`src/rtl/core_issue_ctrl.sv`:
```
// rtl/core_issue_ctrl.sv - issue scheduler with register scoreboard, long-unit arbiter and stall counter
module core_issue_ctrl #(
  parameter int LONG_LAT = 16,
  parameter int CNT_W    = 16
) (
  input  logic             CLK,
  input  logic             RST_N,
  input  logic             DEC_VALID,
  input  logic [4:0]       DEC_RD,
  input  logic [4:0]       DEC_RS1,
  input  logic [4:0]       DEC_RS2,
  input  logic             DEC_WR_RD,
  input  logic             DEC_LONG,
  input  logic             FLUSH,
  input  logic             WB_VALID,
  input  logic [4:0]       WB_RD,
  output logic             DEC_READY,
  output logic             ISSUE_VALID,
  output logic [4:0]       ISSUE_RD,
  output logic             ISSUE_LONG,
  output logic             LONG_BUSY,
  output logic [31:0]      SB_BUSY,
  output logic [CNT_W-1:0] STALL_CNT
);

  localparam int CW = (LONG_LAT > 2) ? $clog2(LONG_LAT) : 1;

  typedef enum logic {IDLE, RUN} state_t;

  state_t        state;
  logic [CW-1:0] cnt;
  logic [31:0]   busy_eff;
  logic [31:0]   sb_next;
  logic          hazard;

  // Scoreboard view seen by decode: a writeback landing this cycle already frees its register
  always_comb begin
    busy_eff = SB_BUSY;
    if (WB_VALID) begin
      busy_eff[WB_RD] = 1'b0;
    end
    busy_eff[0] = 1'b0;
  end

  assign hazard = busy_eff[DEC_RS1] | busy_eff[DEC_RS2] |
                  (DEC_WR_RD & busy_eff[DEC_RD]) |
                  (DEC_LONG & LONG_BUSY);

  assign DEC_READY = DEC_VALID & ~FLUSH & ~hazard;
  assign LONG_BUSY = (state == RUN);

  // Next scoreboard: writeback clears first, then an accepted writer sets, so a same-register set wins
  always_comb begin
    sb_next = SB_BUSY;
    if (WB_VALID) begin
      sb_next[WB_RD] = 1'b0;
    end
    if (DEC_READY && DEC_WR_RD && (DEC_RD != 5'd0)) begin
      sb_next[DEC_RD] = 1'b1;
    end
    sb_next[0] = 1'b0;
  end

  // Issue pulse registers and scoreboard state
  always_ff @(posedge CLK) begin
    if (!RST_N) begin
      ISSUE_VALID <= 1'b0;
      ISSUE_RD    <= 5'd0;
      ISSUE_LONG  <= 1'b0;
      SB_BUSY     <= 32'd0;
    end else begin
      ISSUE_VALID <= DEC_READY;
      ISSUE_RD    <= (DEC_READY && DEC_WR_RD) ? DEC_RD : 5'd0;
      ISSUE_LONG  <= DEC_READY & DEC_LONG;
      SB_BUSY     <= sb_next;
    end
  end

  // Long-unit occupancy FSM: RUN lasts exactly LONG_LAT cycles after a long issue
  always_ff @(posedge CLK) begin
    if (!RST_N) begin
      state <= IDLE;
      cnt   <= '0;
    end else begin
      case (state)
        IDLE: begin
          if (DEC_READY && DEC_LONG) begin
            state <= RUN;
            cnt   <= CW'(LONG_LAT - 1);
          end
        end
        RUN: begin
          if (cnt == '0) begin
            state <= IDLE;
          end else begin
            cnt <= cnt - CW'(1);
          end
        end
        default: begin
          state <= IDLE;
          cnt   <= '0;
        end
      endcase
    end
  end

  // Saturating count of cycles a live instruction is held back by a hazard
  always_ff @(posedge CLK) begin
    if (!RST_N) begin
      STALL_CNT <= '0;
    end else if (DEC_VALID && !FLUSH && hazard && (STALL_CNT != {CNT_W{1'b1}})) begin
      STALL_CNT <= STALL_CNT + CNT_W'(1);
    end
  end

endmodule
```
`config.mk`:
```
export PLATFORM = sky130hd
export DESIGN_NAME = core_issue_ctrl
export DESIGN_NICKNAME = d
export VERILOG_FILES = /design/src/rtl/core_issue_ctrl.sv
export SDC_FILE = /design/constraint.sdc
export NUM_CORES = 1
export LEC_CHECK = 0
export BUFFER_PORTS_ARGS = -buffer_cell sky130_fd_sc_hd__buf_4
export CORE_ASPECT_RATIO = 0.7
export CORE_MARGIN = 8
export CORE_UTILIZATION = 40
export CTS_BUF_LIST = sky130_fd_sc_hd__clkbuf_8 sky130_fd_sc_hd__clkbuf_16
export CTS_CLUSTER_SIZE = 12
export DETAILED_ROUTE_END_ITERATION = 7
export PLACE_DENSITY = 0.69
export SLEW_MARGIN = 20
export SYNTH_ARGS = -nofsm -noshare
export SYNTH_HDL_FRONTEND = slang
export SYNTH_SLANG_ARGS = --single-unit
```
`constraint.sdc`:
```
create_clock -name CLK -period 2.54 [get_ports CLK]
set_clock_uncertainty 0.1 [all_clocks]
set_input_delay 0.254 -clock CLK [delete_from_list [all_inputs] [get_ports CLK]]
set_output_delay 0.254 -clock CLK [all_outputs]
set_load 0.03 [all_outputs]
```
; Word-level counts from Yosys, hierarchy flattened
; Index checks and enable logic that the tools add are counted.
[totals]
regBits = 60
output_inout_bits = 57
elab_cells = 64
[op_classes]
addsub = 2
n_lt_le_gt_ge = 6
eq_ne = 3
n_mux = 18
n_bitwise = 14
reduce_logical = 13
[op_table]
columns = op, count
row1 = $mux W32, 2
row2 = $and A32 B32 Y32, 1
row3 = $not A32 Y32, 1
row4 = $or A32 B32 Y32, 1
row5 = $lt A5 B6 Y1 const B, 4
row6 = $add A16 B1 Y16 const B, 1
row7 = $ne A16 B16 Y1 const B, 1
row8 = $bmux W1 S5, 3
row9 = $demux W1 S5, 2
row10 = $ge A5 B1 Y1 const B, 2
row11 = $logic_and A1 B1 Y1, 8
row12 = $mux W4, 2
row13 = $pmux W4 S2, 1
row14 = $mux W1, 7
row15 = $and A1 B1 Y1, 5
row16 = $reduce_bool A5 Y1, 1
row17 = $logic_not A4 Y1, 1
row18 = $ne A2 B2 Y1 const B, 2
row19 = $reduce_and A2 Y1, 2
row20 = $sub A4 B1 Y4 const B, 1
row21 = $not A1 Y1, 3
row22 = $or A1 B1 Y1, 3
row23 = $pmux W1 S2, 1
row24 = $logic_not A1 Y1, 1

; Depth between registers and ports, before layout
[logic_depth]
word_depth = 17
mapped_depth = 12
mapped_depth_nobuf = 8

; Least setup slack after synthesis
; No wires, ideal clock.
[synth_path]
kind = input -> output
start = input port DEC_RS1[1]
end = output port DEC_READY
t_arrival_ns = 2.355
t_required_ns = 2.186
path_slack_ns = -0.169
cell_stages = 10
n_path_buf = 3
path_cell_list = clkbuf_1 mux2_2 a211o_1 o22ai_2 a211oi_1 o31ai_1 o2111a_1 buf_6 buf_2 and2_1
[synth_via]
elab_chain_cells = 7
[synth_rtl]
columns = element, line
row1 = "start, declared", 10  ; input logic [4:0] DEC_RS1,
row2 = $bmux W1 S5, 45  ; assign hazard = busy_eff[DEC_RS1] | busy_eff[DEC_RS2] |
row3 = $mux W1 (not written as such), 45
row4 = $or A1 B1 Y1 (2 in a row), 45
row5 = $or A1 B1 Y1, 46  ; (DEC_WR_RD & busy_eff[DEC_RD]) |
row6 = $not A1 Y1, 49  ; assign DEC_READY = DEC_VALID & ~FLUSH & ~hazard;
row7 = $and A1 B1 Y1, 49
row8 = "end, declared", 17  ; output logic DEC_READY,
; Every way passes these cells. The select of a mux whose other input is x is not followed.

; Worst setup path in the final report
[layout_path]
start = input port WB_RD[0]
end = output port DEC_READY
[layout_via]
elab_chain_cells = 14
word_cells_on_any_way = 20
cone_classes = 2 x order compare / 9 x mux / 8 x bitwise / 1 x reduce/logical
[layout_rtl]
columns = element, line
row1 = "start, declared", 16  ; input logic [4:0] WB_RD,
row2 = $lt A5 B6 Y1 (not written as such) / $ge A5 B1 Y1 (equally long branches), 40  ; busy_eff[WB_RD] = 1'b0;
row3 = $logic_and A1 B1 Y1 (not written as such), 40
row4 = $mux W1 (not written as such), 40
row5 = $demux W1 S5 *, 40
row6 = $not A32 Y32 (no source line) *, n/a
row7 = $and A32 B32 Y32 (no source line) *, n/a
row8 = $mux W32 *, 39  ; if (WB_VALID) begin
row9 = $bmux W1 S5 (on tied branches), "45, 46"
row10 = $mux W1 (on tied branches), "45, 46"
row11 = $or A1 B1 Y1 / $and A1 B1 Y1 (equally long branches), "45, 46"
row12 = $or A1 B1 Y1 *, 45
row13 = $or A1 B1 Y1 *, 46
row14 = $not A1 Y1 *, 49
row15 = $and A1 B1 Y1 *, 49
; Mark *: on every way between the ends. The rest lies on a longest branch, timed or not. The select of a mux whose other input is x is not followed.

==> results.cfg <==
[outcome]
status = complete, but fails checks
failed_checks = setup timing

[yosys]
synth_cells = 494
syn_avg_cell_area_um2 = 8.41
ys.warnings.count = 0
postSynthRegisterBits = 59
asyncSetResetFlopFracSynth_pct = 0
postSynth.topFlopCell = sky130_fd_sc_hd__dfxtp_1
netlist_area_mm2 = 0.00415
mappedNetlistNets = 524
synth.yosys.seq_area_share_pct = 28.4
synth-edff-count = 0
ys_types = 71

[drt]
wirelength_um = 18400
drt_iter0_markers = 509
detail_route.vias_per_cell = 6.24
post_drt_wl_per_cell_um = 22.8
dr_total_vias = 5040
drtAntennaViolNets = 0
first_pass_iters = 5
drt_drc_violations_left = 0

[setup_path]
cp_slowest_stage_delay_ns = 0.41
cp-startpoint = WB_RD[0]
startpoint_of_the_lowest_slack_register_to_register_path = SB_BUSY[8]
crit_slowest_cell = sky130_fd_sc_hd__o21ai_0
cp_cell_sequence = buf_4, or2_1, o21ai_0, a221oi_2, buf_4, o211ai_1, o211a_1, o2111a_2, buf_6, and2_4, buf_6
worstPathRequired_ns = 2.19
worst_path_arrival_time_ns = 2.37
timing.setup.critical_path_class = primary input to output port
crit_path_max_fanout = 7
r2r_setup_slack_ns = -0.10
crit_path_end_kind = output port
worstSetupStartpointType = primary input

[layout]
final_layout_size_suffix_gt1_share_pct = 43.9
final_common_cell = sky130_fd_sc_hd__buf_4
highest_count_cells_in_the_layout_ignoring_fill_and_taps = sky130_fd_sc_hd__buf_4 (199), sky130_fd_sc_hd__dfxtp_1 (43), sky130_fd_sc_hd__nand2_1 (43)
num-fill-cells = 916
syn_to_final_growth_pct = 51.0
nets = 701
antenna-diode-count = 0
final_cell_count_no_fill = 808

[die]
floorplan.rows = 31
fp.dieH_um = 101
floorplan.core_area_mm2 = 0.0102
initial_utilization_pct = 40.6
total_i_o_pin_count = 84
dieArea_mm2 = 0.0140
floorplan.die.width_um = 138

[global_route]
first_pass_grt_wire_length_um = 27700
overflow = 0
grt_start_max_net_pins = 45
grt.total_usage_pct = 25.9
grt_pass1_vias = 4824
antenna_found_initial = 0

[timing]
finalWorstSetupSlack_ns = -0.184
tightestPinTransition_ns = 0.567
rsz0062_at_grt = true
report.final.hold_viol_count = 0
slew_viol_final = 0
slew_headroom_pct = 62.1
fmax_ghz = 0.367
total_setup_violations_reported_at_the_end_of_the_flow = 39
finalCriticalPeriod_ns = 2.72
min_period_over_period_pct = 107

[placed_design]
place.port_buffers = 82
dpl.hpwl_um = 14200
dp_worst_setup_slack_ns = -0.558
post-place-cells = 788
routabilityCongestion = 1.05

[clock_tree]
tritoncts_num_sinks = 59
ctsHoldBuffers = 0
clkLatencyLatePin_ns = 0.33
cts_buffer_depth = 2
tritoncts.num_buffers = 9
worst_setup_hold_path_clk_slew_ns = 0.05
htreeDepth = 3
tritoncts = built
cts_root_buf = sky130_fd_sc_hd__clkbuf_16

[pwr]
leakage_component_of_the_power_nw = 2.52
vdd_ir_drop_max_v = 0.000325
power_per_cell_area_mw_per_mm2 = 415

[min_path]
hp-class = primary input to register
critical_hold_path_startpoint = DEC_WR_RD

[job]
max_cap_viol_count = 0
-- critical path: cells and delay by family --
| family | cells | cell delay, ns |
|---|---|---|
| buffers and inverters | 4 | 0.53 |
| AO/OA/AOI/OAI | 5 | 1.12 |
| AND/OR/NAND/NOR | 2 | 0.45 |
-- sequential cells by signal, indices dropped and copies added, names as in the netlist --
signal,flops
SB_BUSY,31
cnt,4
ISSUE_RD,5
STALL_CNT,16
LONG_BUSY,1
ISSUE_VALID,1
ISSUE_LONG,1
-- routing by layer --
layer / track usage, % / wire length (um)
met1: 37.2 / 8440
met2: 35.4 / 7620
met3: 8.92 / 2020
met4: 7.33 / 345
met5: 0 / 0
-- what timing repair did --
| action | CTS | global route |
|---|---|---|
| gates resized for setup | 44 | 32 |
| cloned | 2 | 0 |
| pin swaps | 15 | 12 |
| endpoints found under the hold margin | 0 | 0 |
| setup endpoints to repair | 50 | 59 |
| setup buffers | 2 | 0 |
-- per-stage QoR --
step           hold WS, ns  TNS [ns]  total power [W]  instance area (um^2)  utilization (%)
3_5_place_dp         0.387    -21.24          0.00143                  5660             55.3
4_1_cts              0.108     -1.77          0.00259                  6120             59.8
6_report             0.118     -2.45          0.00260                  6270             61.2
5_1_grt              0.118     -5.28          0.00268                  6270             61.2
3_3_place_gp         0.372    -24.07          0.00143                  5660             55.3
2_1_floorplan        0.268         0          0.00120                  4160                -
-- synthesized netlist by cell type (all sizes together) (8+ instances only) --
library cell / number / share of area [%]
buf: 24 / 3.9
nor2: 17 / 1.5
mux2i: 32 / 7.7
o311ai: 10 / 2.1
o31ai: 32 / 5.8
nand4: 8 / 1.2
clkbuf: 17 / 1.6
inv: 19 / 1.7
dfxtp: 59 / 28
nand2b: 14 / 2.1
nand3: 23 / 3.1
o32ai: 8 / 1.7
a311oi: 16 / 3.4
nand2: 43 / 3.9
o211ai: 26 / 4.7
a21oi: 15 / 1.8
nor3: 13 / 1.6
o21ai: 21 / 2.5
-- area by class of cell --
| type | instances | area [um^2] | area share (%) |
|---|---|---|---|
| clock inverter | 6 | 41.3 | 0.658 |
| sequential | 59 | 1210 | 19.3 |
| tap | 132 | 165 | 2.63 |
| timing repair buffer | 206 | 1600 | 25.6 |
| clock buffer | 10 | 239 | 3.81 |
| multi-input combinational | 376 | 2940 | 46.9 |
| inverter | 19 | 71.3 | 1.14 |
-- logic make-up after synthesis --
kind of cell / after synthesis / synth area share [%]
AOI/OAI and AO/OA: 159 / 28.3
xor gates and xnor gates: 8 / 1.87
adders and majority gates: 3 / 0.904
buffers and inverters: 60 / 7.14
DFF: 59 / 28.4
muxes: 39 / 10.7
other: 1 / 0.0903
and+or+nand+nor: 165 / 22.6
-- final timing paths --
| check | to | depth (start not counted) |
|---|---|---|
| worst max register to register | STALL_CNT[12] | 10 |
| worst min register to register | STALL_CNT[15] | 2 |
| worst max-delay path | DEC_READY | 11 |
| worst min-delay path | ISSUE_RD[4] | 3 |
-- where the power goes --
group          internal (W)  switching [W]
logic              0.000217       0.000321
clock network      0.000683       0.000443
registers          0.000931     0.00000634
total               0.00183       0.000771
Note: power is estimated with default switching activity, not from simulation.
